--- src/rtl/wt_mac_pipe.sv ---
`default_nettype none
// +--------------------------------------------------------------------------+
// | Module   : wt_mac_pipe                                                   |
// | Purpose  : Pipelined WIDTH x WIDTH Wallace-tree multiplier with a        |
// |            valid/ready handshake, full backpressure and an optional      |
// |            multiply-accumulate mode into a 2*WIDTH accumulator.          |
// | Revision : 1.0 - initial release                                         |
// +--------------------------------------------------------------------------+
module wt_mac_pipe #(
  parameter int WIDTH  = 16,
  parameter int STAGES = 3
) (
  input  logic                 clk,
  input  logic                 rst_n,
  input  logic                 in_valid,
  output logic                 in_ready,
  input  logic [WIDTH-1:0]     a,
  input  logic [WIDTH-1:0]     b,
  input  logic [1:0]           alufn,
  input  logic                 acc_clr,
  output logic                 out_valid,
  input  logic                 out_ready,
  output logic [2*WIDTH-1:0]   out_data,
  output logic [2*WIDTH-1:0]   acc_out
);

  localparam int c_PW  = 2 * WIDTH;
  localparam int c_MID = STAGES - 2;

  // Row count after one level of 3:2 compression.
  function automatic int rows_next(input int n);
    return 2 * (n / 3) + (n % 3);
  endfunction

  // Row count entering a given reduction level.
  function automatic int rows_at(input int lvl);
    int n;
    n = c_PW;
    for (int i = 0; i < lvl; i++) n = rows_next(n);
    return n;
  endfunction

  // Number of levels needed to reach two rows.
  function automatic int tree_levels();
    int n;
    int k;
    n = c_PW;
    k = 0;
    for (int i = 0; i < 16; i++) begin
      if (n > 2) begin
        n = rows_next(n);
        k++;
      end
    end
    return k;
  endfunction

  localparam int c_LEVELS = tree_levels();

  logic              w_advance;
  logic [c_PW-1:0]   w_a_ext;
  logic [c_PW-1:0]   w_b_ext;
  logic              r_s1_vld;
  logic              r_s1_acc;
  logic [c_PW-1:0]   r_s1_a;
  logic [c_PW-1:0]   r_s1_b;
  logic [c_PW-1:0]   w_red_s;
  logic [c_PW-1:0]   w_red_c;
  logic              w_tail_vld;
  logic              w_tail_acc;
  logic [c_PW-1:0]   w_tail_s;
  logic [c_PW-1:0]   w_tail_c;
  logic [c_PW-1:0]   w_prod;
  logic [c_PW-1:0]   w_acc_base;
  logic [c_PW-1:0]   w_result;
  logic              r_out_valid;
  logic [c_PW-1:0]   r_out_data;
  logic [c_PW-1:0]   r_acc;

  // The whole pipe moves together unless a result is waiting on the consumer.
  assign w_advance = !(r_out_valid && !out_ready);
  assign in_ready  = w_advance;

  // Extending to 2*WIDTH up front lets one unsigned tree serve both modes:
  // the low 2*WIDTH bits of the extended product are exact either way.
  assign w_a_ext = {{WIDTH{alufn[0] & a[WIDTH-1]}}, a};
  assign w_b_ext = {{WIDTH{alufn[0] & b[WIDTH-1]}}, b};

  // Input stage: capture the extended operands and the accumulate flag.
  always_ff @(posedge clk or negedge rst_n) begin
    if (!rst_n) begin
      r_s1_vld <= 1'b0;
      r_s1_acc <= 1'b0;
      r_s1_a   <= '0;
      r_s1_b   <= '0;
    end else if (w_advance) begin
      r_s1_vld <= in_valid;
      r_s1_acc <= alufn[1];
      r_s1_a   <= w_a_ext;
      r_s1_b   <= w_b_ext;
    end
  end

  // Wallace reduction: each level compresses groups of three rows into a
  // sum row and a shifted carry row; leftover rows pass straight through.
  for (genvar l = 0; l < c_LEVELS; l++) begin : g_lvl
    localparam int c_NI = rows_at(l);
    localparam int c_NO = rows_at(l + 1);
    localparam int c_NG = c_NI / 3;
    logic [c_PW-1:0] src [c_NI];
    logic [c_PW-1:0] dst [c_NO];

    if (l == 0) begin : g_pp
      for (genvar i = 0; i < c_NI; i++) begin : g_row
        assign src[i] = r_s1_b[i] ? (r_s1_a << i) : '0;
      end
    end else begin : g_chain
      for (genvar i = 0; i < c_NI; i++) begin : g_row
        assign src[i] = g_lvl[l-1].dst[i];
      end
    end

    for (genvar g = 0; g < c_NG; g++) begin : g_csa
      assign dst[2*g]   = src[3*g] ^ src[3*g+1] ^ src[3*g+2];
      assign dst[2*g+1] = ((src[3*g] & src[3*g+1]) | (src[3*g] & src[3*g+2]) |
                           (src[3*g+1] & src[3*g+2])) << 1;
    end

    for (genvar k = 0; k < c_NI - 3*c_NG; k++) begin : g_pass
      assign dst[2*c_NG+k] = src[3*c_NG+k];
    end
  end

  assign w_red_s = g_lvl[c_LEVELS-1].dst[0];
  assign w_red_c = g_lvl[c_LEVELS-1].dst[1];

  if (c_MID == 0) begin : g_no_mid
    assign w_tail_vld = r_s1_vld;
    assign w_tail_acc = r_s1_acc;
    assign w_tail_s   = w_red_s;
    assign w_tail_c   = w_red_c;
  end else begin : g_mid
    logic [c_MID-1:0] r_vld;
    logic [c_MID-1:0] r_acc_f;
    logic [c_PW-1:0]  r_s [c_MID];
    logic [c_PW-1:0]  r_c [c_MID];

    // Carry-save pipeline: hold the two reduced rows until the output stage.
    always_ff @(posedge clk or negedge rst_n) begin
      if (!rst_n) begin
        r_vld   <= '0;
        r_acc_f <= '0;
        for (int i = 0; i < c_MID; i++) begin
          r_s[i] <= '0;
          r_c[i] <= '0;
        end
      end else if (w_advance) begin
        r_vld[0]   <= r_s1_vld;
        r_acc_f[0] <= r_s1_acc;
        r_s[0]     <= w_red_s;
        r_c[0]     <= w_red_c;
        for (int i = 1; i < c_MID; i++) begin
          r_vld[i]   <= r_vld[i-1];
          r_acc_f[i] <= r_acc_f[i-1];
          r_s[i]     <= r_s[i-1];
          r_c[i]     <= r_c[i-1];
        end
      end
    end

    assign w_tail_vld = r_vld[c_MID-1];
    assign w_tail_acc = r_acc_f[c_MID-1];
    assign w_tail_s   = r_s[c_MID-1];
    assign w_tail_c   = r_c[c_MID-1];
  end

  // Final carry-propagate add, then optional accumulate. A clear arriving
  // with an accumulate beat makes that beat start from zero.
  assign w_prod     = w_tail_s + w_tail_c;
  assign w_acc_base = acc_clr ? '0 : r_acc;
  assign w_result   = w_tail_acc ? (w_acc_base + w_prod) : w_prod;

  // Output register: load a new result only when a valid beat moves in.
  always_ff @(posedge clk or negedge rst_n) begin
    if (!rst_n) begin
      r_out_valid <= 1'b0;
      r_out_data  <= '0;
    end else if (w_advance) begin
      r_out_valid <= w_tail_vld;
      if (w_tail_vld) r_out_data <= w_result;
    end
  end

  // Accumulator: updated by accumulate beats, cleared by acc_clr even in a stall.
  always_ff @(posedge clk or negedge rst_n) begin
    if (!rst_n) begin
      r_acc <= '0;
    end else if (w_advance && w_tail_vld && w_tail_acc) begin
      r_acc <= w_result;
    end else if (acc_clr) begin
      r_acc <= '0;
    end
  end

  assign out_valid = r_out_valid;
  assign out_data  = r_out_data;
  assign acc_out   = r_acc;

endmodule
`default_nettype wire

--- config.mk ---
export PLATFORM = sky130hd
export DESIGN_NAME = wt_mac_pipe
export DESIGN_NICKNAME = d
export VERILOG_FILES = /design/src/rtl/wt_mac_pipe.sv
export SDC_FILE = /design/constraint.sdc
export NUM_CORES = 1
export LEC_CHECK = 0
export ABC_AREA = 1
export BUFFER_PORTS_ARGS = -buffer_cell sky130_fd_sc_hd__buf_2
export CORE_MARGIN = 2
export CORE_UTILIZATION = 45
export DETAILED_ROUTE_END_ITERATION = 8
export PLACE_DENSITY_LB_ADDON = 0.25
export SYNTH_ARGS = -nofsm -noshare
export SYNTH_HDL_FRONTEND = slang
export SYNTH_SLANG_ARGS = --single-unit
--- constraint.sdc ---
create_clock -name clk -period 6.8 [get_ports clk]
set_clock_uncertainty 0.15 [all_clocks]
set_input_delay 0.34 -clock clk [delete_from_list [all_inputs] [get_ports clk]]
set_output_delay 0.34 -clock clk [all_outputs]
set_load 0.1 [all_outputs]
# Word-level counts from Yosys, hierarchy flattened
# Index checks and enable logic that the tools add are counted.
[word_totals]
reg_bits = 166
inputBits = 39
[classes]
add_sub_neg = 2
mux = 35
n_bitwise = 213
n_reduce_logical = 6
[ops]
columns = ["cell", "n"]
rows = [
  ["31-bit AND", 90],
  ["32-bit XOR", 60],
  ["31-bit OR", 60],
  ["32-bit two-way mux", 35],
  ["32-bit adder", 2],
  ["1-bit logical AND", 3],
  ["1-bit AND", 2],
  ["1-bit logical NOT", 2],
  ["2-bit AND reduction", 1],
  ["1-bit inverter", 1],
]

# Depth between registers and ports, before layout
[depth]
ltp_word = 25
depth_mapped = 33
ltp_nobuf = 32

# Worst setup path before layout
# No wires, ideal clock.
[synth_timing]
path_type = "reg-to-reg"
start = "register r_s1_a[8]"
end = "register g_mid.r_s[31] (netlist name)"
setup_time_ps = 117
t_arrival_ps = 5384
required_ps = 6533
path_slack_ps = 1149
path_stages_with_launch = 28
period_less_slack_ps = 5651
cell_sequence = "dfrtp_1 -> clkbuf_1 -> clkbuf_1 -> nand2_1 -> fa_1 -> fa_1 -> inv_1 -> fa_1 -> fa_1 -> inv_1 -> fa_1 -> fa_1 -> inv_1 -> fa_1 -> inv_1 -> nand2_1 -> nand2_1 -> nand3_1 -> nand2_1 -> nand2_1 -> nand2_1 -> inv_1 -> nand2_1 -> nand2_1 -> nand2_1 -> nand3_1 -> nand3_1 -> nand2_1"
[synth_via]
elab_chain_cells = 23
[synth_lines]
columns = ["item", "line", "text"]
rows = [
  ["start: declaration", "65", "logic [c_PW-1:0] r_s1_a;"],
  ["start signal: assignment", "99", "r_s1_a <= w_a_ext;"],
  ["32-bit two-way mux", "115", "assign src[i] = r_s1_b[i] ? (r_s1_a << i) : '0;"],
  ["31-bit AND", "125", "assign dst[2*g+1] = ((src[3*g] & src[3*g+1]) | (src[3*g] & src[3*g+2]) |"],
  ["31-bit OR (2 in a row)", "125", ""],
  ["31-bit AND", "125", ""],
  ["31-bit OR (2 in a row)", "125", ""],
  ["31-bit AND", "125", ""],
  ["31-bit OR (2 in a row)", "125", ""],
  ["31-bit AND", "125", ""],
  ["31-bit OR (2 in a row)", "125", ""],
  ["32-bit XOR (2 in a row)", "124", "assign dst[2*g] = src[3*g] ^ src[3*g+1] ^ src[3*g+2];"],
  ["31-bit AND", "125", ""],
  ["31-bit OR (2 in a row)", "125", ""],
  ["31-bit AND", "125", ""],
  ["31-bit OR (2 in a row)", "125", ""],
  ["32-bit XOR * (2 in a row)", "124", ""],
  ["end signal: indexed assignment", "165", "r_s[i] <= r_s[i-1];"],
  ["end: declaration", "145", "logic [c_PW-1:0] r_s [c_MID];"],
]
# Mark *: on every way between the ends. The rest lies on a longest branch, timed or not.
# A chain may end at the register's enable or synchronous reset.

# Worst setup path in the final report
[layout_timing]
start = "register r_s1_b[2]"
end = "register g_mid.r_s[31] (netlist name)"
[layout_via]
elab_chain_cells = 24
[layout_lines]
columns = ["item", "line", "text"]
rows = [
  ["start: declaration", "66", "logic [c_PW-1:0] r_s1_b;"],
  ["start signal: assignment", "100", "r_s1_b <= w_b_ext;"],
  ["32-bit two-way mux *", "115", ""],
  ["31-bit AND", "125", ""],
  ["31-bit OR (2 in a row)", "125", ""],
  ["31-bit AND", "125", ""],
  ["31-bit OR (2 in a row)", "125", ""],
  ["31-bit AND", "125", ""],
  ["31-bit OR (2 in a row)", "125", ""],
  ["31-bit AND", "125", ""],
  ["31-bit OR (2 in a row)", "125", ""],
  ["31-bit AND", "125", ""],
  ["31-bit OR (2 in a row)", "125", ""],
  ["31-bit AND", "125", ""],
  ["31-bit OR (2 in a row)", "125", ""],
  ["31-bit AND", "125", ""],
  ["31-bit OR (2 in a row)", "125", ""],
  ["32-bit XOR * (2 in a row)", "124", ""],
]
# Marked as above.

==> impl_results.md <==
* Reg2Reg Depth at 27
* Final TNS setup at 0 ns
* Synth top area share at 0.3074
* Slew HR at 0.3726
* DRC at 0
* Layer with the highest usage: met2
* CTS tree: built
* Hold WC Path Type: input port to flip-flop
* Die Y at 224.2 µm
* Fin crit share at 0.8803
* Top achievable clock speed at 167.1 MHz
* Critical Path Fanout Max at 18
* Number of synthesized flops with an enable pin at 0
* Core Area at 47,850 µm²
* Total CTS buffers at 17
* Cell count after synthesis at 2,848
* FF-to-FF setup slack at 0.81 ns
* M2 GR Usage at 0.4549
* Final setup fails at 0
* Starting Density at 0.4560
* Crit path arrival time at 6.21 ns
* Top cells by count, synth: nand2_1, inv_1, fa_1
* RSZ-0062 raised after global routing: no
* Area Overhead vs Synth at 9.176%
* Via density at 5.025
* YS warnings at 0
* Top_reg_cell synth: dfrtp_1
* Clock Tree Buf Depth at 2
* Tightest Pin Transition at 0.9412 ns
* Number of max-cap violations at 0
* Period minus WS final at 5.986 ns
* Hold Path Stages at 3
* #FFs+latches synth at 158
* Antenna violations before repair at 0
* CTS sink count at 158
* Area contributors post-synth: fa_1, dfrtp_1, nand2_1
* Vias in the first global route at 18,790
* Worst Setup End Kind: flip-flop
* Die width at 224.2 µm
* H-tree Lvls at 4
* Clock transition at path regs at 0.07 ns
* Overflow after GRT at 0
* HPWL Detailed at 52,540 µm
* Mapped Nets at 3,373
* Io pins at 105
* Worst r2r src: r_s1_b[2]
* Synth area leader: fa_1
* Worst path max stage delay at 0.71 ns
* WL/cell at 18.22 µm
* Layout cells sized above 1 at 0.07760
* GR Layer Usage met1 at 0.3596
* Top cell by count, worst path: nand2_1
* First drt pass iteration count at 5
* Clock latency on the worst-skew pair at 0.48 ns
* Synth async-reset ratio at 1.000
* GP Congestion at 0.9686
* Routed WL at 64,760 µm
* Status: completed
* Critical Path RT at 7.02 ns
* Count of pins over their slew limit at 0
* Total number of vias at 17,860
* Critical Path Start Type: flip-flop
* Slowest CP cell: dfrtp_1
* Post-Syn Area per Cell at 7.661 µm²
* DR iter-0 viols at 1,112
* Root Driver: clkbuf_16
* Fin nets at 3,451
* Largest net degree at the start of global routing at 97
* Post-synthesis cell type count at 44
* Cell Area, Synth at 21,820 µm²
* Post-synthesis sequential area ratio at 0.1812
* Met3 Use GR at 0.03214
* Levels on crit path at 27
* Endpoints failing hold at 0
* Die area at 50,260 µm²
* Routed Antenna Nets at 0
* Buf/Inv on CP at 6
* RR Endpoint: g_mid.r_s[31]
* First-pass GRT wire length at 103,500 µm
* Min-delay src: a[2]
* Fillers at 4,730
* Hold EP: r_s1_a[2]
* Top-count cell post-synth: nand2_1
* I/O Buffers at 104
* Crit Path Category: flip-flop to flip-flop
* Total track usage at 0.2699
* Family with the most delay on the worst path: adder cells
* Row count at 80
## cells by family (layout without fill, tap and decap cells)
logic type | after synthesis | after routing | share of synthesized area
and+or+nand+nor | 1199 | 1199 | 0.2233
buffers and inverters | 780 | 870 | 0.1353
adders and majority gates | 486 | 486 | 0.3940
AOI/OAI and AO/OA | 181 | 181 | 0.04823
DFF | 158 | 158 | 0.1812
xor gates and xnor gates | 44 | 44 | 0.01801
other | 0 | 1 | 0
## repair_timing
item                      4_1_cts  5_1_grt
hold buffers                   25        0
setup buffers                   0        0
resized for setup               0        0
hold endpoints to repair      119        0
## cell type report
| type | count | area, µm² | area share |
|---|---|---|---|
| Clock inverter | 10 | 127.6 | 0.005358 |
| Antenna cell | 1 | 2.502 | 0.0001051 |
| Multi-Input combinational cell | 1910 | 14910 | 0.6261 |
| Clock buffer | 21 | 480.5 | 0.02017 |
| Inverter | 676 | 2539 | 0.1066 |
| Timing Repair Buffer | 163 | 1032 | 0.04334 |
| Tap cell | 615 | 769.5 | 0.03231 |
| Sequential cell | 158 | 3954 | 0.1660 |
## metal layers
metal / part of all wire / vias to the layer above / routed length (µm)
met4: 0.036 / 0 / 2303
li1: - / 8508 / -
met1: 0.44 / 8789 / 28530
met5: 0 / - / 0
met3: 0.045 / 94 / 2910
met2: 0.48 / 469 / 31020
## through the flow
step | cell area, µm² | utilization | cells | setup WS [ns] | hold slack (ns)
floorplan | 21820 | - | 2848 | 1.149 | -0.1056
global placement | 22960 | 0.4798 | 3497 | 0.8283 | 0.3093
detailed placement | 22960 | 0.4798 | 3497 | 0.8019 | 0.3154
CTS | 23820 | 0.4978 | 3553 | 0.7985 | 0.002350
global route | 23820 | 0.4978 | 3553 | 0.3893 | 0.03356
finish | 23820 | 0.4978 | 3554 | 0.8139 | 0.04742
## worst min-delay path, stage by stage
cell and delay [ns]:
buf_2 0.08, nand2_1 0.11, nand2_1 0.11
## sequential cells by signal (all words and copies together), names as in the netlist
register / cells
r_s1_a: 17
acc_out: 32
out_valid: 1
g_mid.r_c: 23
r_s1_vld: 1
g_mid.r_s: 32
r_s1_b: 17
r_s1_acc: 1
out_data: 32
g_mid.r_acc_f: 1
g_mid.r_vld: 1
## worst max path at each step
| stage | slack (ns) | start | to |
|---|---|---|---|
| 2_1_floorplan | 1.15 | r_s1_a[8] | g_mid.r_s[31] |
| 5_1_grt | 0.39 | r_s1_b[16] | g_mid.r_s[31] |
| 4_1_cts | 0.80 | r_s1_b[16] | g_mid.r_s[31] |
| 6_report | 0.81 | r_s1_b[2] | g_mid.r_s[31] |
| 3_3_place_gp | 0.83 | r_s1_b[2] | g_mid.r_s[31] |
| 3_5_place_dp | 0.80 | r_s1_b[16] | g_mid.r_s[31] |
## cells in the final DEF, fill, tap and decap left out, types with 57 or more instances in the layout
cell type	n
nand2_1	898
inv_1	666
fa_1	335
dfrtp_1	158
ha_1	151
nor2_1	118
nand3_1	105
buf_2	103
o21ai_0	57
a21oi_1	57
Power is not shown: default switching activity piles up to over one toggle a cycle in this logic, so the estimate is an artifact.
